$ cat config.mk
export PLATFORM = sky130hd
export DESIGN_NAME = bcd_countdown_timer
export DESIGN_NICKNAME = d
export VERILOG_FILES = /design/src/rtl/bcd_countdown_timer.sv
export SDC_FILE = /design/constraint.sdc
export NUM_CORES = 1
export LEC_CHECK = 0
export BUFFER_PORTS_ARGS = -buffer_cell sky130_fd_sc_hd__clkbuf_2
export CAP_MARGIN = 15
export CORE_MARGIN = 2
export CORE_UTILIZATION = 38
export CTS_CLUSTER_SIZE = 30
export DETAILED_ROUTE_END_ITERATION = 8
export PLACE_DENSITY = 0.62
export SYNTH_ARGS = -nofsm -noshare
export SYNTH_HDL_FRONTEND = slang
export SYNTH_SLANG_ARGS = --single-unit
$ cat constraint.sdc
create_clock -name clock -period 2.1 [get_ports clock]
set_input_delay 0.42 -clock clock [delete_from_list [all_inputs] [get_ports clock]]
set_output_delay 0.42 -clock clock [all_outputs]
set_load 0.02 [all_outputs]
$ cat src/rtl/bcd_countdown_timer.sv
// bcd_countdown_timer
// -------------------
// Multi-digit BCD down-counter used for the voting-session timeout and the
// display countdown. A start value is loaded, then the count decrements by
// one for every TICK_DIV qualified tick strobes while running, and stops at
// zero (EXPIRED).
//
// Optional feature macro: BCD_TIMER_AUTORELOAD_EN
//   When defined, reaching zero reloads the stored start value and keeps
//   running (done_pulse still fires). A stored value of zero falls back to
//   the normal EXPIRED behaviour so the block cannot spin on a zero period.
//
// Parameters
//   DIGITS   : number of BCD digits (1..8), count width is 4*DIGITS
//   TICK_DIV : tick strobes per decrement (1..65535)
//
// Ports
//   clock      in   system clock, rising edge
//   reset      in   synchronous active-high reset
//   load       in   pulse, capture load_value (rejected if any nibble > 9)
//   load_value in   packed BCD start value, digit 0 in [3:0]
//   start      in   pulse, IDLE/PAUSED -> RUN
//   pause      in   pulse, RUN -> PAUSED
//   tick       in   time-base strobe, counted only in RUN
//   count      out  current BCD value (registered)
//   running    out  high while in RUN
//   expired    out  high while in EXPIRED
//   done_pulse out  one-cycle pulse when the count reaches zero
//   load_err   out  one-cycle pulse when a load is rejected
module bcd_countdown_timer #(
  parameter int DIGITS   = 4,
  parameter int TICK_DIV = 1
) (
  input  logic                  clock,
  input  logic                  reset,
  input  logic                  load,
  input  logic [4*DIGITS-1:0]   load_value,
  input  logic                  start,
  input  logic                  pause,
  input  logic                  tick,
  output logic [4*DIGITS-1:0]   count,
  output logic                  running,
  output logic                  expired,
  output logic                  done_pulse,
  output logic                  load_err
);

  localparam int          W         = 4 * DIGITS;
  localparam logic [15:0] TICK_LAST = 16'(TICK_DIV - 1);
  localparam logic [W-1:0] ZERO     = {W{1'b0}};

  typedef enum logic [1:0] {
    ST_IDLE    = 2'd0,
    ST_RUN     = 2'd1,
    ST_PAUSED  = 2'd2,
    ST_EXPIRED = 2'd3
  } state_t;

  // Digit-serial BCD decrement: a zero digit under borrow becomes 9 and
  // passes the borrow on, any other digit absorbs it.
  function automatic logic [W-1:0] bcd_dec(input logic [W-1:0] v);
    logic [W-1:0] res;
    logic         borrow;
    logic [3:0]   d;
    res    = v;
    borrow = 1'b1;
    for (int i = 0; i < DIGITS; i++) begin
      d = v[4*i +: 4];
      if (borrow) begin
        if (d == 4'd0) begin
          res[4*i +: 4] = 4'd9;
          borrow        = 1'b1;
        end else begin
          res[4*i +: 4] = d - 4'd1;
          borrow        = 1'b0;
        end
      end else begin
        res[4*i +: 4] = d;
      end
    end
    return res;
  endfunction

  // True when every nibble is a legal BCD digit.
  function automatic logic bcd_valid(input logic [W-1:0] v);
    logic ok;
    ok = 1'b1;
    for (int i = 0; i < DIGITS; i++) begin
      if (v[4*i +: 4] > 4'd9) begin
        ok = 1'b0;
      end else begin
        ok = ok;
      end
    end
    return ok;
  endfunction

  state_t       state_q, state_d;
  logic [W-1:0] count_q, count_d;
  logic [15:0]  presc_q, presc_d;
  logic         running_q, running_d;
  logic         expired_q, expired_d;
  logic         done_q, done_d;
  logic         err_q, err_d;
  logic [W-1:0] dec_s;
`ifdef BCD_TIMER_AUTORELOAD_EN
  logic [W-1:0] reload_q, reload_d;
`endif

  assign dec_s = bcd_dec(count_q);

  // Next-state logic; event priority is load > pause > start > tick.
  always_comb begin
    state_d  = state_q;
    count_d  = count_q;
    presc_d  = presc_q;
    done_d   = 1'b0;
    err_d    = 1'b0;
`ifdef BCD_TIMER_AUTORELOAD_EN
    reload_d = reload_q;
`endif
    if (load) begin
      if (bcd_valid(load_value)) begin
        count_d = load_value;
`ifdef BCD_TIMER_AUTORELOAD_EN
        reload_d = load_value;
`endif
        presc_d = 16'd0;
        state_d = ST_IDLE;
      end else begin
        err_d = 1'b1;
      end
    end else if (pause && (state_q == ST_RUN)) begin
      state_d = ST_PAUSED;
    end else if (start && ((state_q == ST_IDLE) || (state_q == ST_PAUSED))) begin
      // Starting from zero expires immediately; the coincident tick is dropped.
      if (count_q == ZERO) begin
        state_d = ST_EXPIRED;
        done_d  = 1'b1;
      end else begin
        state_d = ST_RUN;
      end
    end else if (tick && (state_q == ST_RUN)) begin
      if (presc_q >= TICK_LAST) begin
        presc_d = 16'd0;
        // Guard keeps the count from ever wrapping below zero.
        if (count_q != ZERO) begin
          count_d = dec_s;
          if (dec_s == ZERO) begin
            done_d = 1'b1;
`ifdef BCD_TIMER_AUTORELOAD_EN
            if (reload_q != ZERO) begin
              count_d = reload_q;
              state_d = ST_RUN;
            end else begin
              state_d = ST_EXPIRED;
            end
`else
            state_d = ST_EXPIRED;
`endif
          end else begin
            state_d = ST_RUN;
          end
        end else begin
          state_d = ST_EXPIRED;
        end
      end else begin
        presc_d = presc_q + 16'd1;
      end
    end else begin
      state_d = state_q;
    end

    running_d = (state_d == ST_RUN);
    expired_d = (state_d == ST_EXPIRED);
  end

  // State, count, prescaler and registered status outputs.
  always_ff @(posedge clock) begin
    if (reset) begin
      state_q   <= ST_IDLE;
      count_q   <= ZERO;
      presc_q   <= 16'd0;
      running_q <= 1'b0;
      expired_q <= 1'b0;
      done_q    <= 1'b0;
      err_q     <= 1'b0;
`ifdef BCD_TIMER_AUTORELOAD_EN
      reload_q  <= ZERO;
`endif
    end else begin
      state_q   <= state_d;
      count_q   <= count_d;
      presc_q   <= presc_d;
      running_q <= running_d;
      expired_q <= expired_d;
      done_q    <= done_d;
      err_q     <= err_d;
`ifdef BCD_TIMER_AUTORELOAD_EN
      reload_q  <= reload_d;
`endif
    end
  end

  assign count      = count_q;
  assign running    = running_q;
  assign expired    = expired_q;
  assign done_pulse = done_q;
  assign load_err   = err_q;

endmodule
==> run_results.csv, run 1 <==
group,metric,value,unit
outcome,status,"complete, but fails checks",
outcome,violations,"setup timing",
drt,firstDrtPassIters,4,
worst_setup_path,cp_slowest_stage_delay,0.50,ns
hold_path,hold_path_class,"in -> reg",
global_routing,antenna_found_initial,0,
finish,diodes,0,
power_and_ir_drop,p_per_area,585,mW/mm2
global_routing,grt_max_degree,28,
finish,multi_input_area,0.00102,mm2
placement,post-place-ws,-0.202,ns
logic_synthesis,netlist_area,0.00153,mm2
worst_setup_path,cp_slowest_cell,"or4_4",
timing,min_period,2.30,ns
finish,synthToLayoutAreaGrowth,36.3,%
timing,worst_slew_pin_slew,0.415,ns
cts,clkLatencyLatePin,0.27,ns
finish,fillers,387,
run,drv_cap,0,
logic_synthesis,synth_warnings,0,
timing,maxSlewHeadroom,0.720,
floorplan,start_util,0.388,
worst_setup_path,crit_path_frequent_cell,"buf_6",
power_and_ir_drop,ir_drop,0.355,mV
floorplan,die_x,67.4,um
logic_synthesis,synth_area_per_cell,8.01,um2
global_routing,grt_pass1_vias,1558,
timing,rsz0062_at_grt,"yes",
logic_synthesis,seq_area_frac_synth,0.288,
placement,globalplace.congestion,0.825,
logic_synthesis,synthFlopType,"dfxtp_1",
timing,slew_violations,0,
floorplan,coreArea,0.00394,mm2
finish,stdcell_area,0.00208,mm2
cts,hold_buffers,0,
cts,cts-root-buf,"clkbuf_8",
global_routing,gr-usage-all-layers,0.213,
drt,ant_nets,0,
floorplan,io_pins,42,
finish,register_area,448,um2
floorplan,rows,23,
global_routing,grt_overflow,0,
timing,setup_viol,19,
timing,fin_skew,0.00713,ns
placement,dp_cells,297,
drt,via_count,1696,
power_and_ir_drop,p_leak,0.855,nW
logic_synthesis,synth_edf_count,0,
placement,placed_area,0.00198,mm2
finish,utilization,0.528,
worst_setup_path,worstSetupPathType,"reg -> reg",
logic_synthesis,syn_nets,216,
drt,first_iter_violations,104,
cts,numClockSinks,22,
logic_synthesis,ys_ff_latch,22,
placement,hpwl,3370,um
floorplan,dieArea,0.00455,mm2
drt,routedWlPerCell,15.1,um
timing,fmax,435,MHz
worst_setup_path,cp.required,2.27,ns
worst_setup_path,worstSetupEndpointType,"flip-flop",
power_and_ir_drop,total_power,1.22,mW
timing,hold_ws,0.398,ns
drt,wl,4560,um
timing,period_share,1.09,
finish,final_nets,278,
finish,instances_no_fill,302,
logic_synthesis,synthArstFlopShare,0,
drt,routed_via_density,5.62,
cts,cts_max_level,1,
timing,setup_tns,-3.00,ns
worst_setup_path,critical_path.startpoint_type,"flip-flop",
global_routing,grt_pass1_wl,7270,um
cts,cts_buffers,3,
placement,io_buffers,41,
cts,clk_pin_slew,0.08,ns
cts,tritoncts,"yes",
timing,hold_viol,0,
worst_setup_path,crit_fanout,7,
floorplan,dieHeight,67.4,um
timing,setup_ws,-0.196,ns
worst_setup_path,cp.arrival,2.47,ns
logic_synthesis,ys_types,52,
finish,drive_above_1_share,0.385,
worst_setup_path,crit_chain,"inv_4 -> ha_4 -> or4b_4 -> or4_4 -> buf_6 -> o21ai_4 -> buf_6 -> a31oi_1 -> o21a_1",
cts,clk_path_buf_depth,2,
drt,drc,0,
logic_synthesis,postSynthCellCount,191,
[flip-flops by register name, indices dropped and copies added, names as in the netlist]
signal / cells
load_err: 1
running: 1
count: 16
state_q: 2
done_pulse: 1
expired: 1
[final cells by class]
class,count,share of cell area
Multi-Input combinational cell,147,0.492
Sequential cell,22,0.215
Clock buffer,4,0.0318
Timing Repair Buffer,69,0.211
Inverter,10,0.0204
Tap cell,50,0.0300
[synth_stat cells, types with 3 or more instances]
| library cell | count | area, um2 |
|---|---|---|
| dfxtp_1 | 22 | 440 |
| nor2_1 | 19 | 71.3 |
| a21oi_1 | 17 | 85.1 |
| nand2b_1 | 11 | 68.8 |
| inv_1 | 10 | 37.5 |
| nand3_1 | 9 | 45.0 |
| o21ai_0 | 9 | 45.0 |
| nor3_1 | 8 | 40.0 |
| o32ai_1 | 5 | 43.8 |
| a31oi_1 | 4 | 25.0 |
| clkbuf_1 | 4 | 15.0 |
| nand4_1 | 4 | 25.0 |
| o221ai_1 | 4 | 35.0 |
| a211oi_1 | 3 | 22.5 |
| buf_6 | 3 | 33.8 |
| ha_1 | 3 | 37.5 |
| mux2_2 | 3 | 33.8 |
| nand2_1 | 3 | 11.3 |
| nor3b_1 | 3 | 22.5 |
| o211ai_1 | 3 | 22.5 |
| o21a_1 | 3 | 22.5 |
| o22ai_1 | 3 | 18.8 |
| o311ai_0 | 3 | 26.3 |
[critical path, delay by kind of cell (launching register included)]
kind,cells,cell delay [ns]
simple gates,2,0.96
buf+inv,3,0.36
fa+ha+maj,1,0.12
compound gates,3,0.39
flops,1,0.36
[kinds of logic (layout without fill, tap and decap cells)]
family	count (synthesis)	after routing	synth area share
adder cells (fa/ha/maj)	3	3	0.0246
AND/OR/NAND/NOR	76	76	0.293
flip-flops	22	22	0.288
buffers and inverters	22	83	0.0794
AO/OA/AOI/OAI	65	65	0.293
multiplexers	3	3	0.0221
[per-layer routing]
metal | vias up | share of wire | GRT usage
met5 | - | 0 | 0
met4 | 0 | 0.014 | 0.0714
met3 | 6 | 0.048 | 0.0383
met2 | 44 | 0.48 | 0.358
met1 | 789 | 0.46 | 0.273
li1 | 857 | - | -
[cell usage in the layout (no fill, tap or decap), types with 2 or more instances in the layout]
master     n
a21oi_1   14
nor3b_1    3
a21oi_2    3
clkbuf_8   3
buf_6      3
clkbuf_2  41
a22oi_1    2
inv_4      2
nor4_1     2
ha_1       2
o21a_1     3
a31oi_1    4
a221oi_1   2
nor3_1     8
dfxtp_4    2
nand4_1    4
o32ai_2    2
inv_1      8
o311ai_0   2
o21ai_0    9
nor2b_1    2
nand2b_1  11
nand2_1    3
nor2_1    19
dfxtp_1   20
and3_1     2
o211ai_1   3
o32ai_1    3
mux2_2     3
o22ai_1    3
buf_4     24
a211oi_1   3
nand3_1    9
o221ai_2   3
[power by group]
group          switching [mW]  leakage (nW)  total [mW]  internal, mW
sequential             0.0187         0.180       0.456         0.437
combinational           0.221         0.640       0.400         0.179
clock                   0.156        0.0339       0.363         0.207
total                   0.396         0.855        1.22         0.824
[path summary, 6_finish.rpt]
| kind | from | endpoint | slack (ns) | depth (start not counted) |
|---|---|---|---|---|
| max | count[1] | count[13] | -0.20 | 9 |
| min | load_value[0] | count[0] | 0.40 | 3 |
| max reg2reg | count[1] | count[13] | -0.20 | 9 |
| min reg2reg | count[8] | count[8] | 0.51 | 2 |
[timing repair]
item                                    4_1_cts  5_1_grt
setup buffers                                 0        1
endpoints found under the setup margin       19       19
gates cloned                                  0        0
pin swaps                                     7        2
resized for setup                             5        3
Power figures use the tool's default switching activity.
==> run 2: changes to the inputs <==
REMOVE_ABC_BUFFERS = 1   (was default)
==> run_results.csv, run 2 (synthesized netlist as in run 1, its figures left out) <==
group,metric,value,unit
finish,fillers,399,
drt,routed_via_density,5.62,
timing,slew_violations,0,
timing,fin_skew,0.00234,ns
timing,fmax,458,MHz
drt,firstDrtPassIters,4,
worst_setup_path,reg2reg_depth,7,
finish,register_area,442,um2
timing,worst_slew_pin_slew,0.494,ns
timing,setup_tns,-0.814,ns
floorplan,io_pins,42,
power_and_ir_drop,power.internal,866,uW
global_routing,gr-usage-all-layers,0.224,
finish,final_nets,282,
power_and_ir_drop,ir_drop,0.353,mV
power_and_ir_drop,power_frac_clock,0.319,
hold_path,whs_path_depth,3,
timing,period_share,1.04,
cts,clk_path_buf_depth,2,
hold_path,min_to,"count[0]",
global_routing,grt_pass1_vias,1547,
timing,maxSlewHeadroom,0.667,
worst_setup_path,r2r_slack,-0.08,ns
drt,first_iter_violations,96,
cts,numClockSinks,22,
finish,layout_common_cells,"clkbuf_2, buf_4, dfxtp_1",
cts,clk_pin_slew,0.09,ns
hold_path,hold_path_class,"in -> reg",
power_and_ir_drop,p_sw,397,uW
power_and_ir_drop,p_leak,0.870,nW
timing,rsz0062_at_grt,"yes",
worst_setup_path,worstSetupPathType,"reg -> reg",
floorplan,coreArea,0.00394,mm2
power_and_ir_drop,total_power,1.26,mW
worst_setup_path,worstSetupEndpointType,"flip-flop",
cts,cts_max_level,1,
outcome,violations,"setup timing",
timing,min_period,2.18,ns
power_and_ir_drop,p_per_area,597,mW/mm2
run,drv_cap,0,
worst_setup_path,critical_path.startpoint_type,"flip-flop",
worst_setup_path,r2r_start,"count[0]",
power_and_ir_drop,switching_share,0.314,
finish,synthToLayoutAreaGrowth,38.5,%
cts,cts-root-buf,"clkbuf_8",
drt,ant_nets,0,
finish,diodes,0,
drt,drc,0,
finish,mostFrequentLayoutCell,"clkbuf_2",
timing,hold_ws,0.408,ns
finish,multi_input_area,0.00106,mm2
cts,clkLatencyLatePin,0.26,ns
floorplan,dieArea,0.00455,mm2
floorplan,die_x,67.4,um
power_and_ir_drop,combPwrFrac,0.318,
finish,drive_above_1_share,0.402,
worst_setup_path,cp.required,2.25,ns
global_routing,grt_overflow,0,
cts,tritoncts,"yes",
floorplan,rows,23,
global_routing,grt_pass1_wl,7650,um
drt,wl,4730,um
worst_setup_path,crit_fanout,6,
global_routing,grt_max_degree,25,
timing,setup_ws,-0.0827,ns
cts,cts_buffers,3,
outcome,status,"complete, but fails checks",
worst_setup_path,rr_endpoint,"count[2]",
placement,io_buffers,41,
worst_setup_path,cp.arrival,2.33,ns
placement,globalplace.congestion,0.822,
placement,hpwl,3410,um
power_and_ir_drop,p_seq_frac,0.363,
drt,via_count,1720,
hold_path,worstHoldStart,"load_value[0]",
floorplan,dieHeight,67.4,um
timing,setup_viol,16,
drt,routedWlPerCell,15.5,um
global_routing,antenna_found_initial,0,
timing,hold_viol,0,
floorplan,start_util,0.388,
finish,utilization,0.537,
finish,largest_reg_flops,16,
[run 2: cell count changes in the layout (fill, tap and decap cells not counted), sizes merged]
cell / before / now
o21a: 3 / 4
buf: 28 / 31
bufinv: 0 / 1
clkbuf: 45 / 44
[run 2: power groups by stage]
stage          clock [mW]  combinational, mW  sequential [mW]
6_report            0.403              0.402            0.458
4_1_cts             0.411              0.392            0.457
5_1_grt             0.429              0.445            0.462
3_5_place_dp            0              0.375            0.467
2_1_floorplan           0              0.192            0.489
3_3_place_gp            0              0.374            0.467
[run 2: stage by stage]
step	worst slack (ns)	instance area (um2)	std cells
final	-0.0827	2120	306
after global routing	-0.160	2120	306
after CTS	-0.0484	2090	306
after detailed placement	-0.182	1950	301
after global placement	-0.141	1950	301
after floorplan	-0.270	1450	179
[run 2: worst max-delay path by stage]
| stage | slack (ns) | startpoint | cells past startpoint | to |
|---|---|---|---|---|
| detailed placement | -0.18 | count[0] | 7 | count[14] |
| global placement | -0.14 | count[0] | 7 | count[2] |
| finish | -0.08 | count[0] | 7 | count[2] |
| CTS | -0.05 | count[0] | 8 | count[7] |
| global route | -0.16 | count[0] | 8 | count[3] |
| floorplan | -0.27 | count[0] | 7 | count[5] |
[run 2: layer usage]
layer  share of wire  wire, um  vias up  GRT usage
li1                -         -      860          -
met1            0.45      2120      800      0.298
met2            0.49      2310       56      0.384
met3           0.053       253        4     0.0300
met4           0.010        49        0     0.0536
met5               0         0        -          0
[run 2: cell type report]
class                           count  share of cell area
Multi-Input combinational cell    148               0.500
Timing Repair Buffer               72               0.210
Clock buffer                        3              0.0195
Inverter                           10              0.0177
Sequential cell                    22               0.209
Clock inverter                      1              0.0142
Tap cell                           50              0.0295
[run 2: repair_timing]
item,in CTS,in global routing
endpoints found under the setup margin,19,19
hold buffers,0,0
pin swaps,8,6
setup buffers,0,0
gates cloned,1,0
resized for setup,18,5
[run 2: worst max-delay path, cell delays in order, from the launching register on]
cell and delay (ns):
dfxtp_2 0.33, inv_2 0.07, ha_4 0.13, or4b_4 0.46, or4_4 0.49, o21a_4 0.29, o221ai_1 0.19, a21oi_1 0.10
